### src/rtl/s_mem_arbiter_pkg.sv
// s_mem_pkg
// Shared definitions for the s_memory arbiter: default RAM geometry,
// requester indices for the RC4 phase FSMs and the arbiter state type.
// No ports (package).

package s_mem_pkg;

  localparam int ADDR_W_DEF = 8;
  localparam int DATA_W_DEF = 8;

  localparam int REQ_INIT = 0;
  localparam int REQ_KSA  = 1;
  localparam int REQ_PRGA = 2;

  typedef enum logic {
    ARB_IDLE,
    ARB_LOCKED
  } arb_state_e;

endpackage

### src/rtl/s_mem_arbiter_grant_sel.sv
// s_mem_grant_sel
// Combinational one-hot selector. Scans the request vector starting at
// ptr_i and wrapping around, returning the first asserted request as a
// one-hot grant. Fixed priority is the same search with ptr_i tied to 0.
//
// Ports:
//   req_i  in  NUM_REQ  request vector
//   ptr_i  in  PTR_W    index the search starts from
//   gnt_o  out NUM_REQ  one-hot winner, all zero when no request

module s_mem_grant_sel
  import s_mem_pkg::*;
#(
  parameter int NUM_REQ = 3,
  parameter int PTR_W   = 2
) (
  input  logic [NUM_REQ-1:0] req_i,
  input  logic [PTR_W-1:0]   ptr_i,
  output logic [NUM_REQ-1:0] gnt_o
);

  logic [PTR_W-1:0] idx;
  logic             found;

  // First asserted request in rotated order wins; found blocks later hits.
  always_comb begin
    gnt_o = '0;
    found = 1'b0;
    idx   = '0;
    for (int k = 0; k < NUM_REQ; k++) begin
      idx = PTR_W'((int'(ptr_i) + k) % NUM_REQ);
      if (!found && req_i[idx]) begin
        gnt_o[idx] = 1'b1;
        found      = 1'b1;
      end
    end
  end

endmodule

### src/rtl/s_mem_arbiter.sv
// s_mem_arbiter
// Shares the single-port s_memory RAM between the RC4 phase FSMs
// (init, KSA, PRGA). Each requester has a request/grant port with a
// one-cycle read return, and can lock the RAM across several transfers
// for atomic read-modify-write sequences such as the KSA swap.
//
// Build option: define S_MEM_ARB_RR_EN for round-robin selection;
// otherwise fixed priority with the lowest index winning.
//
// Ports:
//   clk          in   system clock
//   reset        in   asynchronous active-high reset
//   req/we/lock  in   per-requester request, write enable, lock hold
//   addr/wdata   in   packed per-requester address and write data
//   gnt          out  one-hot grant (transfer when req[i] & gnt[i])
//   rvalid       out  one-hot read-return strobe, one cycle after a read
//   rdata        out  shared read data, valid with rvalid
//   mem_address, mem_data, mem_wren  out  to s_memory
//   mem_q        in   from s_memory

module s_mem_arbiter
  import s_mem_pkg::*;
#(
  parameter int ADDR_W  = ADDR_W_DEF,
  parameter int DATA_W  = DATA_W_DEF,
  parameter int NUM_REQ = 3
) (
  input  logic                      clk,
  input  logic                      reset,
  input  logic [NUM_REQ-1:0]        req,
  input  logic [NUM_REQ-1:0]        we,
  input  logic [NUM_REQ-1:0]        lock,
  input  logic [NUM_REQ*ADDR_W-1:0] addr,
  input  logic [NUM_REQ*DATA_W-1:0] wdata,
  output logic [NUM_REQ-1:0]        gnt,
  output logic [NUM_REQ-1:0]        rvalid,
  output logic [DATA_W-1:0]         rdata,
  output logic [ADDR_W-1:0]         mem_address,
  output logic [DATA_W-1:0]         mem_data,
  output logic                      mem_wren,
  input  logic [DATA_W-1:0]         mem_q
);

  localparam int PTR_W = (NUM_REQ > 1) ? $clog2(NUM_REQ) : 1;

  arb_state_e         state_q, state_d;
  logic [PTR_W-1:0]   owner_q, owner_d;
  logic               rdPend_q, rdPend_d;
  logic [PTR_W-1:0]   rdId_q, rdId_d;

  logic [PTR_W-1:0]   selPtr;
  logic [NUM_REQ-1:0] selGnt;
  logic [NUM_REQ-1:0] ownerMask;
  logic [PTR_W-1:0]   win;
  logic               xfer;

  logic [ADDR_W-1:0]  addrArr  [NUM_REQ];
  logic [DATA_W-1:0]  wdataArr [NUM_REQ];

  for (genvar g = 0; g < NUM_REQ; g++) begin : g_unpack
    assign addrArr[g]  = addr[g*ADDR_W +: ADDR_W];
    assign wdataArr[g] = wdata[g*DATA_W +: DATA_W];
  end

`ifdef S_MEM_ARB_RR_EN
  logic [PTR_W-1:0] rrPtr_q, rrPtr_d;
  assign selPtr = rrPtr_q;
`else
  assign selPtr = '0;
`endif

  s_mem_grant_sel #(
    .NUM_REQ (NUM_REQ),
    .PTR_W   (PTR_W)
  ) u_grant_sel (
    .req_i (req),
    .ptr_i (selPtr),
    .gnt_o (selGnt)
  );

  // While locked only the owner can be granted, and only when it requests.
  // Grant is forced low during reset so nothing reaches the RAM.
  always_comb begin
    ownerMask          = '0;
    ownerMask[owner_q] = 1'b1;
    gnt                = '0;
    if (!reset) begin
      if (state_q == ARB_LOCKED) begin
        gnt = req & ownerMask;
      end else begin
        gnt = selGnt;
      end
    end
  end

  always_comb begin
    win = '0;
    for (int i = 0; i < NUM_REQ; i++) begin
      if (gnt[i]) begin
        win = PTR_W'(i);
      end
    end
  end

  assign xfer = |gnt;

  // Memory mux, read tracking and lock FSM next state.
  always_comb begin
    state_d     = state_q;
    owner_d     = owner_q;
    rdPend_d    = 1'b0;
    rdId_d      = rdId_q;
    mem_address = '0;
    mem_data    = '0;
    mem_wren    = 1'b0;

    if (xfer) begin
      mem_address = addrArr[win];
      mem_data    = wdataArr[win];
      mem_wren    = we[win];
      rdPend_d    = ~we[win];
      rdId_d      = win;
    end

    case (state_q)
      ARB_IDLE: begin
        if (xfer && lock[win]) begin
          state_d = ARB_LOCKED;
          owner_d = win;
        end
      end
      ARB_LOCKED: begin
        // Released by the owner's last transfer or by an idle owner dropping
        // lock; both reduce to lock[owner] going low.
        if (!lock[owner_q]) begin
          state_d = ARB_IDLE;
        end
      end
      default: state_d = ARB_IDLE;
    endcase
  end

`ifdef S_MEM_ARB_RR_EN
  // Pointer moves past the winner only for transfers granted from IDLE.
  always_comb begin
    rrPtr_d = rrPtr_q;
    if (state_q == ARB_IDLE && xfer) begin
      rrPtr_d = (int'(win) == NUM_REQ - 1) ? '0 : win + 1'b1;
    end
  end

  always_ff @(posedge clk or posedge reset) begin
    if (reset) begin
      rrPtr_q <= '0;
    end else begin
      rrPtr_q <= rrPtr_d;
    end
  end
`endif

  // Read return: strobe the requester that read last cycle with RAM output.
  always_comb begin
    rvalid = '0;
    rdata  = '0;
    if (rdPend_q) begin
      rvalid[rdId_q] = 1'b1;
      rdata          = mem_q;
    end
  end

  always_ff @(posedge clk or posedge reset) begin
    if (reset) begin
      state_q  <= ARB_IDLE;
      owner_q  <= '0;
      rdPend_q <= 1'b0;
      rdId_q   <= '0;
    end else begin
      state_q  <= state_d;
      owner_q  <= owner_d;
      rdPend_q <= rdPend_d;
      rdId_q   <= rdId_d;
    end
  end

endmodule
### config.mk
export PLATFORM = sky130hd
export DESIGN_NAME = s_mem_arbiter
export DESIGN_NICKNAME = d
export VERILOG_FILES = /design/src/rtl/s_mem_arbiter_pkg.sv /design/src/rtl/s_mem_arbiter_grant_sel.sv /design/src/rtl/s_mem_arbiter.sv
export SDC_FILE = /design/constraint.sdc
export NUM_CORES = 1
export LEC_CHECK = 0
export ABC_AREA = 1
export ABC_CLOCK_PERIOD_IN_PS = 1470
export BUFFER_PORTS_ARGS = -buffer_cell sky130_fd_sc_hd__buf_2
export CAP_MARGIN = 20
export CORE_MARGIN = 5
export CORE_UTILIZATION = 36
export DETAILED_ROUTE_END_ITERATION = 16
export GPL_TIMING_DRIVEN = 0
export PLACE_DENSITY = 0.86
export SETUP_SLACK_MARGIN = 0.15
export SLEW_MARGIN = 5
export SYNTH_ARGS = -nofsm -noshare
export SYNTH_HDL_FRONTEND = slang
export SYNTH_SLANG_ARGS = --single-unit
export TNS_END_PERCENT = 20
### constraint.sdc
create_clock -name clk -period 1.47 [get_ports clk]
set_input_delay 0.147 -clock clk [delete_from_list [all_inputs] [get_ports clk]]
set_output_delay 0.147 -clock clk [all_outputs]
set_load 0.01 [all_outputs]
* After elaboration in Yosys (flattened, before gate mapping)
Cells that the tools add are included.
Widths: inputs -> output; s select.
** Word-level totals
- RAM bits :: 0
- Bits in latches :: 0
- ROM bits :: 0
- Logic and storage cells :: 57
- Flip-flop bits (word level) :: 6
- Memories :: 0
- Output and inout bits :: 31
- Input port bits :: 67
** Operators by class
- Reduce and logical (&&, ||, !) cells :: 9
- Shift operators :: 0
- $mul :: 0
- $add $sub $neg :: 0
- $lt $le $gt $ge :: 6
- Equal/unequal tests :: 0
- Multiplexer cells :: 34
- Bitwise logic cells :: 4
- Div/mod/pow operators :: 0
** Operators with widths (count)
- $mux 8 :: 7
- $bmux 8 s2 :: 2
- $mux 1 :: 13
- $mux 3 :: 4
- $lt 2x3->1 const B :: 3
- $bmux 1 s2 :: 3
- $logic_and 1x1->1 :: 5
- $demux 1 s2 :: 2
- $ge 2x1->1 const B :: 2
- $mux 2 :: 2
- $and 3x3->3 :: 1
- $ge 3x3->1 const B :: 1
- $not 2->3 :: 1
- $reduce_or 3->1 :: 1
- $logic_not 1->1 :: 2
- $not 1->1 :: 2
- $pmux 1 s2 :: 1
- $reduce_and 2->1 :: 1

* Logic depth before layout (Yosys ltp)
- Word-level depth :: 16
- Gate-level depth with buffers :: 11
- Gate-level depth less buffers :: 10

* Hierarchy
From an unflattened synthesis, not the netlist that was laid out.
** Unflattened totals
- Cells, all modules :: 205
- Area total of the unflattened synthesis :: 1260.0 µm²
** Modules (own cells, without submodules)
- s_mem_arbiter :: sequential area each 150.1 µm², instances 1, area an instance 1027.2 µm², cells an instance 163
- s_mem_grant_sel :: sequential area each 0.0 µm², instances 1, area an instance 232.7 µm², cells an instance 42

* Worst setup path after synthesis
OpenSTA, ideal clock, no wires.
- Kind :: reg-to-output
- From :: reg owner_q[0]
- To :: out mem_address[0]
- Required time :: 1.323 ns
- Data arrival time :: 1.299 ns
- Path slack :: 0.024 ns
- Buffers on the path :: 1
- Cell stages (with the launch flop) :: 11
- Cell sequence :: dfrtp_1 -> inv_1 -> nand2_1 -> nand2_1 -> nand2_1 -> nor2_8 -> nor2_4 -> inv_4 -> buf_6 -> o21ai_1 -> nor2_1
** On the way
- Cells in the longest elaborated chain, start to end :: 14
- Elaborated cells on any way between the ends :: 16
- Classes of those cells :: order compare (2); mux (10); bitwise (2); reduce/logical (2)
** Ends and longest elaborated chain
- start, declared :: line s_mem_arbiter.sv:47 : logic [PTR_W-1:0] owner_q, owner_d;
- start signal, assigned :: line s_mem_arbiter.sv:179 : owner_q <= owner_d;
- $lt 2x3->1 (implied by the code) / $ge 2x1->1 (equally long branches) :: line s_mem_arbiter.sv:85 : ownerMask[owner_q] = 1'b1;
- $logic_and 1x1->1 (implied by the code) :: line s_mem_arbiter.sv:85
- $mux 1 (implied by the code) :: line s_mem_arbiter.sv:85
- $demux 1 s2 (*) :: line s_mem_arbiter.sv:85
- $and 3x3->3 (*) :: line s_mem_arbiter.sv:89 : gnt = req & ownerMask;
- $mux 3 (*) :: line s_mem_arbiter.sv:88 : if (state_q == ARB_LOCKED) begin
- $mux 3 (*) :: line s_mem_arbiter.sv:87 : if (!reset) begin
- $mux 1 :: line s_mem_arbiter.sv:99 : if (gnt[i]) begin
- $mux 2 :: line s_mem_arbiter.sv:99
- $not 2->3 (implied by the code) :: line s_mem_arbiter.sv:118 : mem_address = addrArr[win];
- $bmux 8 s2 :: line s_mem_arbiter.sv:118
- $mux 8 (implied by the code) (2 in a row) :: line s_mem_arbiter.sv:118
- $mux 8 (*) :: line s_mem_arbiter.sv:117 : if (xfer) begin
- end, declared :: line s_mem_arbiter.sv:38 : output logic [ADDR_W-1:0] mem_address,
Every way passes the cells marked *; elsewhere a longest branch is shown, timed or not. The select of a mux whose other input is x is not followed.

* Worst setup path in the final report
- From :: reg state_q
- To :: out mem_address[1]
** On the way
- Cells in the longest elaborated chain, start to end :: 9
- Elaborated cells on any way between the ends :: 10
- Classes of those cells :: mux (8); bitwise (1); reduce/logical (1)
** Ends and longest elaborated chain
- start, declared :: line s_mem_arbiter.sv:46 : arb_state_e state_q, state_d;
- start signal, assigned :: line s_mem_arbiter.sv:178 : state_q <= state_d;
- $mux 3 (*) :: line s_mem_arbiter.sv:88
- $mux 3 (*) :: line s_mem_arbiter.sv:87
- $mux 1 :: line s_mem_arbiter.sv:99
- $mux 2 :: line s_mem_arbiter.sv:99
- $not 2->3 (implied by the code) :: line s_mem_arbiter.sv:118
- $bmux 8 s2 :: line s_mem_arbiter.sv:118
- $mux 8 (implied by the code) (2 in a row) :: line s_mem_arbiter.sv:118
- $mux 8 (*) :: line s_mem_arbiter.sv:117
Marks and branches as above.

==> metrics.txt <==
Root Buffer=clkbuf_4; Final min period=1.82 ns; Worst path slowest cell=dfrtp_2; total track usage=18.2%; layout cells sized above 1=48.3%; Worst Tran Pin Value=0.337 ns; synth-to-layout area growth=75.5%; Bufs on Longest Clock Path=2; crit path cell chain=inv_2, o21ai_2, nand2_2, nor2_4, inv_4, buf_6, o21ai_1, nor2_1, buf_2; Leak Pwr=1.10 nW; largest net degree at the start of global routing=11; Post-Synthesis Cells=186; gr ovfl total=0; drt wl/cell=10.9 microns; highest clock rate=550 MHz; pwr dens=1030 nW/um^2; Critical Path RT=1.32 ns; Final ANT Viol Nets=0; # fillers=248; die area=3800 sq um; TritonCTS clock tree=built; Layout Cells excl Fill=326; area leader, netlist=nand2_1; DP HPWL=2.76 mm; Clk pwr share=8.1%; most common cell after layout, fill and taps aside=buf_2; #FFs+latches synth=6; Hold WC Path Type=in -> reg; total number of vias=1527; critical path data arrival time=1.67 ns; clk sink count=6; I/O pin total=98; Worst Path Buf+Inv=4; final worst setup slack=-0.349 ns; first-pass GRT wire length=5.38 mm; Max stage delay on crit path=0.45 ns; Initial Utilization=38.1%; DRC=0; RSZ-0062 raised after global routing=true; crit path max fanout=6; NetSw=0.850 mW; syn avg cell area=5.17 sq um; Switching Fraction=49.0%; internal cell power=0.887 mW; antenna violations before repair=0; critical path type=reg -> out; highest-count cells in the layout ignoring fill and taps=buf_2 (97), nand2_1 (67), nor2_1 (33); failing checks=setup timing; Final Hold Fails=0; Netlist cell types=24; num rows=18; DRT Pass-1 Iters=4; setup slack at placement=-0.198 ns; largest cells by area after synthesis=nand2_1 (28%), dfrtp_1 (16%), nor2_1 (13%); VDD IR-drop max=0.676 mV; Max Cap Viol=0; Die Wd=61.7 microns; CP endpoint kind=output port; Final Setup Violations=22; number of global-route vias before repair=1351; H-tree Lvls=1; Mapped Nets=253; Synth top area share=27.7%; gp weighted congestion=0.790; Reg clk slew, reported paths=0.04 ns; Placed Cells incl. Taps=313; sequential share of the synthesized area=15.6%; Iteration-0 DRC Markers=22; fin crit share=124%; Layout Nets=365; Total Wirelength=3.54 mm; TritonCTS Buffers=3; Worst path top cell family by delay=flip-flops; Final Max Tran Viols=0; Ys Warns=0; Mapped Area=961 sq um; post-DR vias/cell=4.68; multi-input logic area=714 sq um; Die Ht=61.7 microns; clk_lat worst skew=0.24 ns; Ant. Diodes=0; status=finished with violations; register area=151 sq um; Clock Skew=0.00242 ns; Worst Setup Start Kind=flip-flop; core area=2520 sq um; Slew HR=77.4%; Reg power frac=18.5%; IO buf count=97; Comb power frac=73.4%
-- routing by layer --
layer	part of all wire [%]	track usage, %
met2	49	32.6
met1	37	20.5
met3	12	4.19
met4	2.2	7.27
met5	0	0
-- cells in the mapped netlist, drive strengths merged --
master and count:
a21oi 3, clkbuf 2, dfrtp 6, nand3 7
o21ai 22, nor2 37, buf 7, inv 23
o211ai 1, nand2 72, or2 3, nor3 3
-- path summary, 6_finish.rpt --
path | start | to | slack (ns) | depth (start not counted)
max in group asynchronous | reset | state_q | 0.85 | 3
min reg2reg | owner_q[0] | owner_q[0] | 0.55 | 2
min in group asynchronous | reset | owner_q[1] | 0.40 | 3
min | lock[2] | owner_q[1] | 0.18 | 3
max | state_q | mem_address[1] | -0.35 | 9
max reg2reg | owner_q[0] | owner_q[0] | -0.05 | 11
-- stage by stage --
| stage | hold WS, ns | total power, mW | utilization, % | setup TNS [ns] | instance area (sq um) |
|---|---|---|---|---|---|
| 2_1_floorplan | -0.0539 | 1.01 | - | 0 | 963 |
| 3_3_place_gp | 0.0995 | 1.37 | 58.9 | -2.62 | 1490 |
| 3_5_place_dp | 0.0927 | 1.38 | 58.9 | -2.49 | 1490 |
| 4_1_cts | 0.172 | 1.67 | 64.7 | -5.03 | 1630 |
| 5_1_grt | 0.199 | 1.91 | 66.9 | -8.04 | 1690 |
| 6_report | 0.178 | 1.74 | 66.9 | -5.70 | 1690 |
-- sequential cells by signal (all words and copies together), names as in the netlist --
signal and cells:
owner_q 2, rdId_q 2, rdPend_q 1, state_q 1
-- cell families after synthesis --
logic type	synth area share [%]
compound gates	15.0
buf+inv	16.7
flops	15.6
simple gates	52.7
-- worst reg2reg max path, stage by stage (launching register included) --
cell and delay [ns]:
dfrtp_1 0.41, inv_1 0.09, nand2_1 0.06, nand2_2 0.10
nand2_4 0.08, nor2_8 0.12, nor2_4 0.07, buf_4 0.14
nor2_1 0.11, nand2_1 0.11, nand2_1 0.08, nand2_1 0.04
-- what timing repair did --
| item | in CTS | in global routing |
|---|---|---|
| buffers inserted | 6 | 1 |
| setup endpoints to repair | 27 | 27 |
| gates resized for setup | 19 | 10 |
| cloned | 1 | 1 |
| pin swaps | 6 | 2 |
| hold buffers | 1 | 0 |
| endpoints found under the hold margin | 6 | 0 |
-- cell type report --
cell class              count  share of cell area (%)
repair buffers            106                    33.5
plain buffers               9                    5.56
clock buffers               3                    1.34
multi-input cells         148                    42.4
flip-flops and latches      6                    8.98
inverters                  23                    5.56
well taps                  30                    2.23
repair inverters            1                   0.445
-- power by group through the flow --
| stage | combinational (mW) | clock (mW) | sequential [mW] |
|---|---|---|---|
| 2_1_floorplan | 0.725 | 0 | 0.288 |
| 3_3_place_gp | 1.06 | 0 | 0.304 |
| 3_5_place_dp | 1.07 | 0 | 0.303 |
| 4_1_cts | 1.22 | 0.148 | 0.305 |
| 5_1_grt | 1.43 | 0.157 | 0.330 |
| 6_report | 1.28 | 0.141 | 0.321 |
Power figures use the tool's default switching activity.
